[src/rtl/uart_rx_port.sv]
`default_nettype none
// =============================================================================
// uart_rx_port : 16x-oversampled UART receiver + RX FIFO on I/O ports E8/E9.
// Optional macro UART_RX_PARITY_EN adds an even-parity bit check.   Rev 1.0
// =============================================================================
module uart_rx_port #(
  parameter int unsigned CLK_HZ     = 20000000,
  parameter int unsigned BAUD       = 115200,
  parameter int unsigned DEPTH_LOG2 = 4,
  parameter logic [7:0]  PORT_DATA  = 8'hE8,
  parameter logic [7:0]  PORT_STAT  = 8'hE9
) (
  input  logic       CLK20,
  input  logic       CRST,
  input  logic       RX,
  input  logic [7:0] ADDR,
  input  logic       IORD,
  input  logic       TX_BSY,
  output logic [7:0] DOUT,
  output logic       DOUT_EN,
  output logic       RXRDY
);

  localparam int unsigned DIV   = (CLK_HZ + 8 * BAUD) / (16 * BAUD);
  localparam int unsigned DIV_W = ($clog2(DIV) > 0) ? $clog2(DIV) : 1;
  localparam int unsigned DEPTH = 1 << DEPTH_LOG2;
  localparam logic [DIV_W-1:0]    DIV_LAST = DIV_W'(DIV - 1);
  localparam logic [DEPTH_LOG2:0] FULL_CNT = {1'b1, {DEPTH_LOG2{1'b0}}};

  typedef enum logic [2:0] {
    S_IDLE,
    S_START,
    S_DATA,
`ifdef UART_RX_PARITY_EN
    S_PAR,
`endif
    S_STOP
  } state_t;

  logic rx_s1_q, rx_s2_q, rx_prev_q;
  logic iord_s1_q, iord_s2_q, iord_prev_q;

  always_ff @(posedge CLK20 or negedge CRST) begin
    if (!CRST) begin
      rx_s1_q     <= 1'b1;
      rx_s2_q     <= 1'b1;
      rx_prev_q   <= 1'b1;
      iord_s1_q   <= 1'b1;
      iord_s2_q   <= 1'b1;
      iord_prev_q <= 1'b1;
    end else begin
      rx_s1_q     <= RX;
      rx_s2_q     <= rx_s1_q;
      rx_prev_q   <= rx_s2_q;
      iord_s1_q   <= IORD;
      iord_s2_q   <= iord_s1_q;
      iord_prev_q <= iord_s2_q;
    end
  end

  state_t           state_q;
  logic [DIV_W-1:0] div_q;
  logic [3:0]       samp_q;
  logic [2:0]       bit_q;
  logic [7:0]       shift_q;
  logic             brk_q;
  logic             push_q;
  logic             ferr_set_q;
  logic             tick;

  assign tick = (div_q == DIV_LAST);

  // Held at zero while idle so the first tick lands a fixed time after the start edge
  always_ff @(posedge CLK20 or negedge CRST) begin
    if (!CRST)                  div_q <= '0;
    else if (state_q == S_IDLE) div_q <= '0;
    else if (tick)              div_q <= '0;
    else                        div_q <= div_q + DIV_W'(1);
  end

`ifdef UART_RX_PARITY_EN
  logic par_bad_q, perr_set_q, perr_q;
`endif

  always_ff @(posedge CLK20 or negedge CRST) begin
    if (!CRST) begin
      state_q    <= S_IDLE;
      samp_q     <= 4'd0;
      bit_q      <= 3'd0;
      shift_q    <= 8'h00;
      brk_q      <= 1'b0;
      push_q     <= 1'b0;
      ferr_set_q <= 1'b0;
`ifdef UART_RX_PARITY_EN
      par_bad_q  <= 1'b0;
      perr_set_q <= 1'b0;
`endif
    end else begin
      push_q     <= 1'b0;
      ferr_set_q <= 1'b0;
`ifdef UART_RX_PARITY_EN
      perr_set_q <= 1'b0;
`endif
      case (state_q)
        S_IDLE: begin
          if (rx_prev_q && !rx_s2_q) begin
            state_q <= S_START;
            samp_q  <= 4'd0;
          end
        end
        S_START: begin
          if (tick) begin
            if (samp_q == 4'd7) begin
              samp_q <= 4'd0;
              bit_q  <= 3'd0;
              state_q <= rx_s2_q ? S_IDLE : S_DATA;
            end else begin
              samp_q <= samp_q + 4'd1;
            end
          end
        end
        S_DATA: begin
          if (tick) begin
            samp_q <= samp_q + 4'd1;
            if (samp_q == 4'd15) begin
              shift_q <= {rx_s2_q, shift_q[7:1]};
              bit_q   <= bit_q + 3'd1;
              if (bit_q == 3'd7) begin
`ifdef UART_RX_PARITY_EN
                state_q   <= S_PAR;
                par_bad_q <= 1'b0;
`else
                state_q   <= S_STOP;
`endif
                brk_q     <= 1'b0;
              end
            end
          end
        end
`ifdef UART_RX_PARITY_EN
        S_PAR: begin
          if (tick) begin
            samp_q <= samp_q + 4'd1;
            if (samp_q == 4'd15) begin
              if ((^shift_q) ^ rx_s2_q) begin
                par_bad_q  <= 1'b1;
                perr_set_q <= 1'b1;
              end
              state_q <= S_STOP;
            end
          end
        end
`endif
        S_STOP: begin
          if (brk_q) begin
            if (rx_s2_q) begin
              brk_q   <= 1'b0;
              state_q <= S_IDLE;
            end
          end else if (tick) begin
            samp_q <= samp_q + 4'd1;
            if (samp_q == 4'd15) begin
              if (rx_s2_q) begin
`ifdef UART_RX_PARITY_EN
                push_q <= !par_bad_q;
`else
                push_q <= 1'b1;
`endif
                state_q <= S_IDLE;
              end else begin
                ferr_set_q <= 1'b1;
                brk_q      <= 1'b1;
              end
            end
          end
        end
        default: state_q <= S_IDLE;
      endcase
    end
  end

  logic [7:0]            mem_q [DEPTH];
  logic [DEPTH_LOG2-1:0] wr_q, rd_q;
  logic [DEPTH_LOG2:0]   cnt_q;
  logic                  ovr_q, ferr_q;
  logic                  full, empty, rd_edge, pop, push_ok, ovr_set, stat_clr, perr;
  logic [7:0]            stat;

  assign full     = (cnt_q == FULL_CNT);
  assign empty    = (cnt_q == '0);
  assign rd_edge  = iord_s2_q && !iord_prev_q;
  assign pop      = rd_edge && (ADDR == PORT_DATA) && !empty;
  assign push_ok  = push_q && (!full || pop);
  assign ovr_set  = push_q && full && !pop;
  assign stat_clr = rd_edge && (ADDR == PORT_STAT);
`ifdef UART_RX_PARITY_EN
  assign perr     = perr_q;
`else
  assign perr     = 1'b0;
`endif
  assign stat     = {2'b00, perr, full, ferr_q, ovr_q, TX_BSY, !empty};
  assign RXRDY    = !empty;

  always_ff @(posedge CLK20) begin
    if (push_ok) mem_q[wr_q] <= shift_q;
  end

  // Error flags: a set arriving with a status-read clear takes priority
  always_ff @(posedge CLK20 or negedge CRST) begin
    if (!CRST) begin
      wr_q   <= '0;
      rd_q   <= '0;
      cnt_q  <= '0;
      ovr_q  <= 1'b0;
      ferr_q <= 1'b0;
`ifdef UART_RX_PARITY_EN
      perr_q <= 1'b0;
`endif
    end else begin
      if (push_ok) wr_q <= wr_q + 1'b1;
      if (pop)     rd_q <= rd_q + 1'b1;
      case ({push_ok, pop})
        2'b10:   cnt_q <= cnt_q + 1'b1;
        2'b01:   cnt_q <= cnt_q - 1'b1;
        default: cnt_q <= cnt_q;
      endcase
      if (ovr_set)         ovr_q  <= 1'b1;
      else if (stat_clr)   ovr_q  <= 1'b0;
      if (ferr_set_q)      ferr_q <= 1'b1;
      else if (stat_clr)   ferr_q <= 1'b0;
`ifdef UART_RX_PARITY_EN
      if (perr_set_q)      perr_q <= 1'b1;
      else if (stat_clr)   perr_q <= 1'b0;
`endif
    end
  end

  always_comb begin
    DOUT    = 8'h00;
    DOUT_EN = 1'b0;
    if (!iord_s2_q) begin
      if (ADDR == PORT_DATA) begin
        DOUT_EN = 1'b1;
        DOUT    = empty ? 8'h00 : mem_q[rd_q];
      end else if (ADDR == PORT_STAT) begin
        DOUT_EN = 1'b1;
        DOUT    = stat;
      end
    end
  end

endmodule
`default_nettype wire
[config.mk]
export PLATFORM = sky130hd
export DESIGN_NAME = uart_rx_port
export DESIGN_NICKNAME = d
export VERILOG_FILES = /design/src/rtl/uart_rx_port.sv
export SDC_FILE = /design/constraint.sdc
export NUM_CORES = 1
export LEC_CHECK = 0
export ABC_AREA = 1
export BUFFER_PORTS_ARGS = -buffer_cell sky130_fd_sc_hd__buf_4
export CORE_MARGIN = 2
export CORE_UTILIZATION = 50
export DETAILED_ROUTE_END_ITERATION = 12
export GPL_ROUTABILITY_DRIVEN = 0
export GPL_TIMING_DRIVEN = 0
export PLACE_DENSITY = 0.66
export SETUP_SLACK_MARGIN = 0.3
export SYNTH_ARGS = -nofsm -noshare
export SYNTH_HDL_FRONTEND = slang
export SYNTH_SLANG_ARGS = --single-unit
[constraint.sdc]
create_clock -name CLK20 -period 2.9 [get_ports CLK20]
set_input_delay 0.725 -clock CLK20 [delete_from_list [all_inputs] [get_ports CLK20]]
set_output_delay 0.725 -clock CLK20 [all_outputs]
set_load 0.02 [all_outputs]
==> out/qor.log, run 1 <==
[worst_setup_path] CP max stage cell dfrtp_2
[sta] # setup viols final 0
[power_and_ir_drop] post-route total power 5620 uW
[sta] Worst Skew 8.13 ps
[logic_synthesis] number of synthesized register bits 173
[logic_synthesis] Mapped Avg Cell Area 11.1 um2
[clock_network] hold buffer count at cts 0
[sta] worst slew pin tran 732 ps
[die] initial core utilization 51.6%
[clock_network] Clock Sinks 173
[finish] most common library cell in the layout ignoring fill and taps edfxtp_1
[power_and_ir_drop] Leak Pwr 0.00366 uW
[finish] fin nets 762
[sta] Max Slew Vio Count 0
[finish] area delta synth->final 21.5%
[logic_synthesis] top cell type's share of synthesized area 50.9%
[worst_setup_path] data required time of the critical path 2170 ps
[die] floorplan die width 127 um
[detailed_routing] met3 layer wire length in the routed design 1230 um
[sta] final hold vios 0
[sta] portion of the clock cycle consumed by the worst path in the final layout 99.9%
[outcome] status finished, final reports clean
[logic_synthesis] Netlist cell types 37
[global_route] maximum number of pins on one net before global-route repair 46
[die] row count 44
[global_route] number of antenna violations at the first check in global routing 0
[detailed_routing] Pre-Repair DR Iteration Count 5
[clock_network] clk_lat worst skew 430 ps
[die] # IOs 23
[global_route] global-route wire length before repair 28,300 um
[finish] layout filler cell count 1,106
[logic_synthesis] net count after synthesis 707
[clock_network] number of clock buffers inserted by TritonCTS 17
[worst_setup_path] Crit Reg-Reg Startpoint iord_s2_q$_DFF_PN1_
[worst_setup_path] endpoint of the lowest-slack register-to-register path mem_q[10][5]$_DFFE_PP_
[sta] Achievable Freq 345 MHz
[logic_synthesis] number of standard cells after synthesis 679
[clock_network] level count of the clock H-tree 4
[detailed_routing] Met2 Routed Length 8770 um
[worst_setup_path] maximum fanout along the worst path 6
[sta] Setup TNS Final 0 ps
[place] placed wire-length estimate after detailed placement 11,400 um
[worst_setup_path] startpoint kind of the worst setup timing path flop
[die] Std-Cell Core Area 0.0146 mm2
[detailed_routing] via count of the routed design 5,363
[finish] most frequent cells in the layout 128 x edfxtp_1, 93 x nand2_1, 76 x nor2_1
[clock_network] clock-pin slew on the worst setup and hold paths 60 ps
[detailed_routing] number of nets with antenna violations after routing 0
[detailed_routing] M1 wire length 7740 um
[place] Buffers on Ports 22
[detailed_routing] routed wire length 18,100 um
[clock_network] deepest clock path buffer count 2
[power_and_ir_drop] pwr/cell area 613 mW/mm2
[worst_setup_path] critical path cell sequence buf_12 -> clkinv_8 -> clkbuf_8 -> o21ai_0 -> o22ai_1 -> nand2_1 -> nand3_2 -> nand2_1 -> a31oi_2 -> buf_4
[worst_setup_path] gate family responsible for the most delay along the worst path buffers and inverters
[logic_synthesis] YS warnings 0
[worst_setup_path] Worst path max stage delay 450 ps
[sta] Worst Hold Margin 295 ps
[sta] Tmin final 2900 ps
[worst_hold_path] Hold Crit Class in2async
[die] die height 127 um
[finish] share of post-route cells with drive strength above 1 23.4%
[logic_synthesis] biggest area contributors in the synthesized netlist edfxtp_1 51%, dfrtp_1 13%, o21ai_0 5.6%, nor2_1 4.7%, nand2_1 4.7%
[global_route] via count of the first global-routing pass 5,358
[detailed_routing] detail-routed via count per cell 5.76
[detailed_routing] highest signal layer in the routed design met4
[worst_setup_path] FF-to-FF setup slack 400 ps
[die] overall die area 0.0161 mm2
[worst_setup_path] path depth of the worst reg2reg path 10
[worst_setup_path] crit path buf inv count 4
[sta] worst-case headroom to the max-slew limit 51.2%
[global_route] GRT Residual Overflow 0
[worst_setup_path] cell with the most instances on the worst path nand2_1
[worst_setup_path] path type of the worst setup path reg2out
[detailed_routing] final routed wire length divided by cell count 19.5 um
[detailed_routing] detailed-route DRC error count 0
[detailed_routing] count of routing violations after the opening detailed-route iteration 495
[power_and_ir_drop] VDD IR max 448 uV
[worst_setup_path] Setup crit end kind primary output
[global_route] GRT Resource Usage Total 23.1%
[finish] count of inserted antenna diode cells 0
[worst_setup_path] arrival time reported for the critical path endpoint 2170 ps
[logic_synthesis] cell type with the largest total area after synthesis edfxtp_1
[clock_network] clk root buf clkbuf_16
[clock_network] clock tree from TritonCTS done
[logic_synthesis] sequential element share of the synthesized area 65.9%
[sta] unrepaired setup endpoints after global routing true
[flow_run] max cap viols 0
[logic_synthesis] area of the mapped netlist 0.00755 mm2
==> layer usage <==
layer	track usage [%]	up-vias
li1	-	2493
met1	30.2	2634
met2	37.4	205
met3	5.40	31
met4	9.95	0
met5	0	-
==> logic make-up (layout without fill, tap and decap cells) <==
| kind of cell | after synthesis | count (layout) | share of synthesized area, % |
|---|---|---|---|
| AOI/OAI and AO/OA | 149 | 149 | 11.2 |
| xor gates and xnor gates | 12 | 12 | 1.39 |
| adders and majority gates | 15 | 15 | 2.49 |
| buffers and inverters | 79 | 147 | 4.23 |
| DFF | 173 | 173 | 65.9 |
| and+or+nand+nor | 251 | 251 | 14.8 |
==> area by class of cell <==
class	count	area (um2)	area share [%]
clock buffer	23	498	5.43
sequential	173	4980	54.3
clock inverter	9	108	1.17
multi-input combinational	427	2460	26.8
tap	184	230	2.51
buffer	25	313	3.41
inverter	54	221	2.41
timing repair buffer	35	354	3.86
timing repair inverter	1	8.76	0.0955
==> flip-flops by register name, indices dropped and copies added (netlist names), 2 cells and up <==
signal / count
state_q: 2
cnt_q: 5
rd_q: 4
div_q: 4
samp_q: 4
wr_q: 4
shift_q: 8
mem_q: 128
bit_q: 3
==> stage by stage <==
| stage | cell area [um2] | utilization, % | setup slack, ps | cells |
|---|---|---|---|---|
| floorplan | 7570 | - | 338 | 679 |
| global placement | 7960 | 54.4 | -146 | 885 |
| detailed placement | 7960 | 54.4 | -166 | 885 |
| CTS | 8870 | 60.6 | 69.3 | 923 |
| global route | 9170 | 62.6 | -72.2 | 931 |
| finish | 9170 | 62.6 | 1.47 | 931 |
==> repair_timing <==
item / in CTS / in global routing
buffers inserted: 4 / 3
cloned: 2 / 5
pin swaps: 8 / 23
hold endpoints to repair: 0 / 0
gates resized for setup: 87 / 53
setup endpoints to repair: 80 / 104
==> where the power goes <==
group	total (uW)	switching, uW	internal [uW]
combinational	575	350	225
sequential	2740	50.8	2690
clock	2310	931	1380
total	5620	1330	4290
==> how the worst max path moves through the flow <==
stage | start | endpoint | slack, ps | cells after the start
after floorplan | ADDR[0] | DOUT[1] | 340 | 7
after global placement | ADDR[0] | mem_q[7][2]$_DFFE_PP_ | -150 | 12
after detailed placement | ADDR[0] | mem_q[7][2]$_DFFE_PP_ | -170 | 12
after CTS | rd_q[1]$_DFFE_PN0N_ | DOUT[2] | 70 | 8
after global routing | rd_q[0]$_DFFE_PN0N_ | DOUT[4] | -70 | 11
final | rd_q[0]$_DFFE_PN0N_ | DOUT[7] | 1 | 10
==> cell usage after synthesis, drive strengths merged <==
cell	count
edfxtp	128
nor2	106
nand2	105
o21ai	94
inv	52
dfrtp	39
nand3	27
o22ai	18
a21oi	16
ha	15
clkbuf	13
buf	12
o221ai	12
xor2	11
nor3	7
dfstp	6
nand4	5
a31oi	3
o211ai	3
clkinv	2
a221oi	1
a22oi	1
a32o	1
nand3b	1
xnor2	1
No activity file was read; power rests on OpenSTA's default activity.
==> run 2, diff against run 1 <==
- RECOVER_POWER: not set -> 50
- clock period: 2.9 -> 3.3 ns (I/O delays scaled with it)
==> run 2 against run 1 <==
Total power fell by 16%; sequential power is 12% lower; final area fell by 4.0%; routed wire length shrank 3.7%; sequential cell count stayed put; final cell count shrank 0.64%; count of clock-buffer cells in the layout grew 2; combinational power is 18% lower; sequential share of layout area grew 2.2 points; largest cell class unchanged.
==> out/qor.log, run 2 (synthesis results as in run 1) <==
[global_route] maximum number of pins on one net before global-route repair 46 [unchanged]
[clock_network] clock tree from TritonCTS done
[finish] area of combinational cells with multiple inputs 0.00234 mm2 [-5.0%]
[clock_network] clock-pin slew on the worst setup and hold paths 60 ps [about the same]
[finish] number of flip-flops under the largest register name 128 [unchanged]
[power_and_ir_drop] Leak Pwr 0.00355 uW [-2.8%]
[sta] smallest setup slack after layout 269 ps [+267 ps]
[outcome] status finished, final reports clean
[finish] share of post-route cells with drive strength above 1 18.9% [-4.5 points]
[place] Buffers on Ports 22 [unchanged]
[sta] Worst Hold Margin 363 ps [+67.5 ps]
[sta] Worst Skew 11.8 ps [+3.68 ps]
[die] die height 127 um [unchanged]
[sta] Achievable Freq 330 MHz
[finish] total area of sequential cells 0.00498 mm2 [about the same]
[worst_setup_path] path depth of the worst reg2reg path 10 [unchanged]
[global_route] GRT Resource Usage Total 22.4% [-0.70 points]
[die] Std-Cell Core Area 0.0146 mm2 [unchanged]
[clock_network] hold buffer count at cts 0 [unchanged]
[place] instance count after placement with tap cells included 885 [unchanged]
[finish] count of inserted antenna diode cells 0 [unchanged]
[finish] largest registers mem_q: 128 flops, shift_q: 8 flops, cnt_q: 5 flops
[die] # IOs 23 [unchanged]
[die] initial core utilization 51.6% [unchanged]
[finish] most common library cell in the layout ignoring fill and taps edfxtp_1
[clock_network] clk_lat worst skew 430 ps [about the same]
[detailed_routing] Pre-Repair DR Iteration Count 5 [unchanged]
[die] floorplan die width 127 um [unchanged]
[sta] worst slew pin tran 1120 ps [+390 ps]
[detailed_routing] detailed-route DRC error count 0 [unchanged]
[finish] area delta synth->final 16.6%
[clock_network] clk root buf clkbuf_16
[sta] worst-case headroom to the max-slew limit 24.9% [-26 points]
[finish] most frequent cells in the layout 128 x edfxtp_1, 94 x nor2_1, 93 x nand2_1
[power_and_ir_drop] VDD IR max 392 uV [-13%]
[detailed_routing] detail-routed via count per cell 5.70 [-1.1%]
[place] area post-placement 0.00795 mm2 [-0.19%]
[worst_hold_path] hold-critical path depth 0
[sta] final hold vios 0 [unchanged]
[global_route] number of antenna violations at the first check in global routing 0 [unchanged]
[worst_setup_path] arrival time reported for the critical path endpoint 2210 ps [+40 ps]
[detailed_routing] via count of the routed design 5,272 [-1.7%]
[worst_setup_path] maximum fanout along the worst path 10 [+4]
[finish] count of placed standard cells in the final layout, fillers left out 925 [-0.64%]
[flow_run] max cap viols 0 [unchanged]
[detailed_routing] number of nets with antenna violations after routing 0 [unchanged]
[finish] Reg with most FFs mem_q
[finish] finished layout cell area 0.00881 mm2 [-4.0%]
[place] placed wire-length estimate after detailed placement 11,400 um [-0.14%]
[global_route] GRT Residual Overflow 0 [unchanged]
[global_route] via count of the first global-routing pass 5,150 [-3.9%]
[die] row count 44 [unchanged]
[worst_setup_path] data required time of the critical path 2470 ps [+300 ps]
[worst_setup_path] startpoint kind of the worst setup timing path flop
[finish] layout filler cell count 1,159 [+4.8%]
[sta] unrepaired setup endpoints after global routing true
[worst_setup_path] Setup crit end kind primary output
[finish] fin nets 756 [-0.79%]
[sta] Tmin final 3030 ps
[detailed_routing] final routed wire length divided by cell count 18.9 um [-3.1%]
[detailed_routing] count of routing violations after the opening detailed-route iteration 482 [-2.6%]
[power_and_ir_drop] post-route total power 4740 uW [-16%]
[clock_network] Clock Sinks 173 [unchanged]
[die] overall die area 0.0161 mm2 [unchanged]
[detailed_routing] routed wire length 17,500 um [-3.7%]
[sta] Max Slew Vio Count 0 [unchanged]
[worst_hold_path] Hold Crit Class reg2reg
[clock_network] deepest clock path buffer count 2 [unchanged]
[sta] portion of the clock cycle consumed by the worst path in the final layout 91.9%
[clock_network] level count of the clock H-tree 4 [unchanged]
[place] setup slack at placement -7.03 ps [+159 ps]
[global_route] global-route wire length before repair 27,200 um [-3.7%]
[worst_setup_path] path type of the worst setup path reg2out
[sta] # setup viols final 0 [unchanged]
[clock_network] number of clock buffers inserted by TritonCTS 17 [unchanged]
[power_and_ir_drop] pwr/cell area 538 mW/mm2 [-12%]
## run 2: cell count changes in the layout (fill, tap and decap cells not counted), moves of 3 or more
| cell | previous run | this run |
|---|---|---|
| clkbuf_4 | 2 | 5 |
| o21ai_1 | 17 | 13 |
| nor2_2 | 12 | 6 |
| clkbuf_16 | 22 | 19 |
| nor2_4 | 17 | 5 |
| o21ai_0 | 72 | 76 |
| buf_4 | 27 | 33 |
| nor2_1 | 76 | 94 |
| buf_8 | 8 | 5 |
| clkbuf_8 | 12 | 3 |
| clkbuf_1 | 1 | 5 |
## run 2: where the power goes
| group | total [uW] | internal [uW] | switching (uW) |
|---|---|---|---|
| combinational | 471 | 176 | 296 |
| sequential | 2410 | 2360 | 46.3 |
| clock | 1860 | 1090 | 767 |
## run 2: worst paths after layout
check,start,to,slack (ps)
setup / recovery,rd_q[0]$_DFFE_PN0N_,DOUT[3],270
hold / removal,rx_s1_q$_DFF_PN1_,rx_s2_q$_DFF_PN1_,360
setup reg to reg,iord_s2_q$_DFF_PN1_,mem_q[7][2]$_DFFE_PP_,410
hold reg to reg,rx_s1_q$_DFF_PN1_,rx_s2_q$_DFF_PN1_,360
max in group asynchronous,CRST,rd_q[1]$_DFFE_PN0N_,2460
min in group asynchronous,CRST,samp_q[1]$_DFFE_PN0P_,410
## run 2: metal layers
layer	track usage, %	up-vias	wire [um]
met3	5.48	42	1150
met5	0	-	0
met1	28.2	2557	7240
met2	36.7	200	8450
met4	10.7	0	637
li1	-	2473	-
## run 2: through the flow
stage	setup TNS (ps)	utilization [%]
2_1_floorplan	0	-
3_3_place_gp	0	54.3
3_5_place_dp	-7.03	54.3
4_1_cts	0	58.5
5_1_grt	0	60.1
6_report	0	60.1
## run 2: timing repair
item                       in CTS  in global routing
resized for setup              35                 60
setup buffers                   0                  6
gates cloned                    0                  2
pin swaps                       0                 16
setup endpoints to repair       8                  8
## run 2: layout make-up
cell class              instances  area share, %
multi-input cells             427           26.5
flip-flops and latches        173           56.5
well taps                     184           2.61
plain buffers                  25           2.56
clock buffers                  25           5.51
inverters                      54           2.54
repair buffers                 30           2.96
clock inverters                 7          0.739
## run 2: worst max-delay path: stages, from the launching register on
cell	delay (ps)
dfrtp_1	390
buf_8	170
clkinv_8	90
buf_8	140
o21ai_0	250
o221ai_1	210
nand3_1	130
nand2_2	70
nand2_1	80
a21oi_2	60
buf_4	170
==> run 3, diff against run 2 <==
- ABC_AREA: 1 -> 0
- CORE_UTILIZATION: 50 -> 62
- PLACE_DENSITY: 0.66 -> 0.8
- TNS_END_PERCENT: not set -> 100
==> run 3 against run 2 <==
The flow now finishes with violations (setup timing); total power decreased by 3.9%; fmax is 8.6% lower; first-iteration DRC count is 5.0% higher; worst hold slack worse by 6.0 ps; die area shrank 21%; synthesized area shrank 2.8%; sequential cell count unchanged; routed wire length decreased by 12%; global-route usage up 2.9 points; clock power about the same; critical endpoint unchanged; largest power group unchanged.
==> out/qor.log, run 3 <==
[logic_synthesis] share of flip-flops with an asynchronous set or reset 26.0% [unchanged]
[worst_setup_path] path type of the worst setup path reg2out
[global_route] number of antenna violations at the first check in global routing 0 [unchanged]
[finish] share of post-route cells with drive strength above 1 30.4% [+11 points]
[clock_network] level count of the clock H-tree 4 [unchanged]
[logic_synthesis] biggest area contributors in the synthesized netlist edfxtp_1 52%, dfrtp_1 13%, mux4_2 10%, ha_1 2.6%, dfstp_2 2.1%
[worst_setup_path] Crit path depth 6 [-4]
[finish] largest registers mem_q: 128 flops, shift_q: 8 flops, cnt_q: 5 flops
[sta] portion of the clock cycle consumed by the worst path in the final layout 101% [+8.7 points]
[worst_setup_path] crit path buf inv count 2 [-2]
[finish] most common library cell in the layout ignoring fill and taps edfxtp_1
[detailed_routing] via count of the routed design 4,230 [-20%]
[logic_synthesis] predominant post-synthesis flop cell edfxtp_1
[power_and_ir_drop] Leak Pwr 0.00338 uW [-4.9%]
[detailed_routing] routed wire length 15,400 um [-12%]
[worst_setup_path] path depth of the worst reg2reg path 11 [+1]
[logic_synthesis] Mapped Avg Cell Area 16.2 um2 [+46%]
[global_route] GRT Residual Overflow 0 [unchanged]
[worst_setup_path] startpoint kind of the worst setup timing path flop
[outcome] violations in the final reports setup timing
[clock_network] clk_lat worst skew 430 ps [about the same]
[worst_setup_path] data required time of the critical path 2470 ps [about the same]
[logic_synthesis] EDFF count, synth 128 [unchanged]
[worst_hold_path] hold-critical path depth 0 [unchanged]
[finish] Reg with most FFs mem_q
[place] Buffers on Ports 22 [unchanged]
[sta] Max Slew Vio Count 0 [unchanged]
[clock_network] clk root buf clkbuf_16
[die] # IOs 23 [unchanged]
[detailed_routing] detailed-route DRC error count 0 [unchanged]
[power_and_ir_drop] VDD IR max 430 uV [+9.7%]
[place] placed wire-length estimate after detailed placement 9910 um [-13%]
[sta] Achievable Freq 301 MHz [-8.6%]
[logic_synthesis] net count after synthesis 481 [-32%]
[logic_synthesis] most frequent cell after synthesis edfxtp_1
[clock_network] clock tree from TritonCTS done
[logic_synthesis] number of standard cells after synthesis 453 [-33%]
[clock_network] deepest clock path buffer count 2 [unchanged]
[sta] Tmin final 3320 ps [+286 ps]
[power_and_ir_drop] post-route total power 4550 uW [-3.9%]
[clock_network] Clock Sinks 173 [unchanged]
[worst_setup_path] gate family responsible for the most delay along the worst path multiplexers
[die] Std-Cell Core Area 0.0115 mm2 [-22%]
[global_route] maximum number of pins on one net before global-route repair 46 [unchanged]
[logic_synthesis] Netlist cell types 58 [+57%]
[finish] most frequent cells in the layout 128 x edfxtp_1, 36 x dfrtp_1, 35 x mux4_2
[finish] number of flip-flops under the largest register name 128 [unchanged]
[global_route] via count of the first global-routing pass 4,296 [-17%]
[flow_run] max cap viols 0 [unchanged]
[worst_setup_path] CP max stage cell mux4_2
[logic_synthesis] number of synthesized register bits 173 [unchanged]
[die] die height 113 um [-11%]
[global_route] global-route wire length before repair 23,600 um [-13%]
[logic_synthesis] top cell type's share of synthesized area 52.4% [+1.5 points]
[finish] layout filler cell count 656 [-43%]
[logic_synthesis] most used standard cells in the synthesized netlist 128 x edfxtp_1, 40 x nor2_1, 39 x dfrtp_1
[worst_setup_path] Worst path max stage delay 560 ps [+170 ps]
[outcome] status complete, but fails checks
[finish] fin nets 532 [-30%]
[sta] unrepaired setup endpoints after global routing true
[clock_network] number of clock buffers inserted by TritonCTS 17 [unchanged]
[sta] worst slew pin tran 620 ps [-502 ps]
[global_route] GRT Resource Usage Total 25.3% [+2.9 points]
[worst_setup_path] arrival time reported for the critical path endpoint 2490 ps [+280 ps]
[worst_setup_path] Setup crit end kind primary output
[logic_synthesis] cell type with the largest total area after synthesis edfxtp_1
[finish] area delta synth->final 15.9%
[power_and_ir_drop] pwr/cell area 535 mW/mm2 [-0.51%]
[clock_network] clock-pin slew on the worst setup and hold paths 60 ps [about the same]
[detailed_routing] number of nets with antenna violations after routing 0 [unchanged]
[die] overall die area 0.0127 mm2 [-21%]
[detailed_routing] count of routing violations after the opening detailed-route iteration 506 [+5.0%]
[sta] worst-case headroom to the max-slew limit 58.7% [+34 points]
[logic_synthesis] YS warnings 0 [unchanged]
[die] row count 39 [-11%]
[detailed_routing] Pre-Repair DR Iteration Count 5 [unchanged]
[worst_setup_path] maximum fanout along the worst path 10 [unchanged]
[sta] smallest setup slack after layout -17.2 ps [-286 ps]
[sta] final hold vios 0 [unchanged]
[finish] count of inserted antenna diode cells 0 [unchanged]
[worst_setup_path] cell with the most instances on the worst path mux4_2
[place] setup slack at placement -255 ps [-248 ps]
[logic_synthesis] sequential element share of the synthesized area 67.8% [+1.9 points]
[logic_synthesis] area of the mapped netlist 0.00734 mm2 [-2.8%]
[detailed_routing] detail-routed via count per cell 6.41 [+12%]
[die] initial core utilization 64.0% [+12 points]
[worst_setup_path] critical path cell sequence buf_12 -> mux4_2 -> mux4_2 -> a21oi_1 -> nor2_1 -> buf_4
[sta] Worst Skew 8.50 ps [-3.31 ps]
[worst_hold_path] Hold Crit Class reg2reg
[clock_network] hold buffer count at cts 0 [unchanged]
[die] floorplan die width 113 um [-11%]
[sta] # setup viols final 3 [+3]
[detailed_routing] final routed wire length divided by cell count 23.4 um [+24%]
-- run 3: cell types whose count changed after synthesis, sizes merged, moves of 6 or more --
cell / before / now
nor4: 0 / 8
nand2b: 0 / 6
inv: 52 / 11
mux4: 0 / 35
o22ai: 18 / 2
xnor2: 1 / 9
mux2: 0 / 12
nor2: 106 / 42
xor2: 11 / 4
o221ai: 12 / 0
o21ai: 94 / 11
nand3: 27 / 8
nand2: 105 / 27
-- run 3: timing repair --
action	in CTS	in global routing
endpoints found under the hold margin	0	0
setup endpoints to repair	113	137
gates resized for setup	31	31
buffers inserted	1	9
cloned	0	0
pin swaps	0	2
-- run 3: final timing paths --
path                                      start                    to  slack [ps]
setup / recovery            rd_q[1]$_DFFE_PN0N_               DOUT[3]         -20
hold / removal                rx_s1_q$_DFF_PN1_     rx_s2_q$_DFF_PN1_         360
setup reg to reg           cnt_q[0]$_DFFE_PN0P_  cnt_q[4]$_DFFE_PN0P_         490
hold reg to reg               rx_s1_q$_DFF_PN1_     rx_s2_q$_DFF_PN1_         360
max in group asynchronous                  CRST   rd_q[1]$_DFFE_PN0N_        2490
min in group asynchronous                  CRST  cnt_q[2]$_DFFE_PN0P_         390
-- run 3: logic make-up (layout without fill, tap and decap cells) --
family | Yosys count | after routing | share of synthesized area, %
flip-flops | 173 | 173 | 67.8
multiplexers | 51 | 51 | 13.3
XOR/XNOR | 13 | 13 | 1.55
buffers and inverters | 30 | 94 | 1.84
adder cells (fa/ha/maj) | 15 | 15 | 2.56
AND/OR/NAND/NOR | 124 | 124 | 8.70
AO/OA/AOI/OAI | 47 | 47 | 4.23
-- run 3: layout make-up --
| class | instances | area [um2] | share of cell area [%] |
|---|---|---|---|
| buffer | 18 | 143 | 1.68 |
| timing repair buffer | 32 | 244 | 2.87 |
| sequential | 173 | 4980 | 58.6 |
| clock buffer | 17 | 425 | 5.00 |
| inverter | 12 | 46.3 | 0.544 |
| multi-input combinational | 250 | 2360 | 27.8 |
| clock inverter | 15 | 121 | 1.43 |
| tap | 143 | 179 | 2.10 |
-- run 3: through the flow --
step,cells,utilization [%],TNS [ps],hold slack [ps],cell area [um2]
floorplan,453,-,0,345,7340
global placement,618,67.0,-17660,347,7680
detailed placement,618,67.0,-24170,349,7680
CTS,651,72.4,-18.9,358,8310
global route,660,74.2,-180,359,8500
finish,660,74.2,-38.8,357,8500
-- run 3: where the power goes --
group / total [uW] / internal, uW / leakage (uW) / switching (uW)
clock: 1860 / 1030 / 0.000260 / 826
sequential: 2400 / 2360 / 0.00206 / 42.4
combinational: 296 / 133 / 0.00106 / 163
-- run 3: routing by layer --
layer | global-route usage [%] | part of all wire [%] | vias up
met5 | 0 | 0 | -
met4 | 11.5 | 2.8 | 0
met3 | 6.91 | 8.3 | 42
met2 | 39.8 | 51 | 202
met1 | 33.5 | 38 | 2133
li1 | - | - | 1853
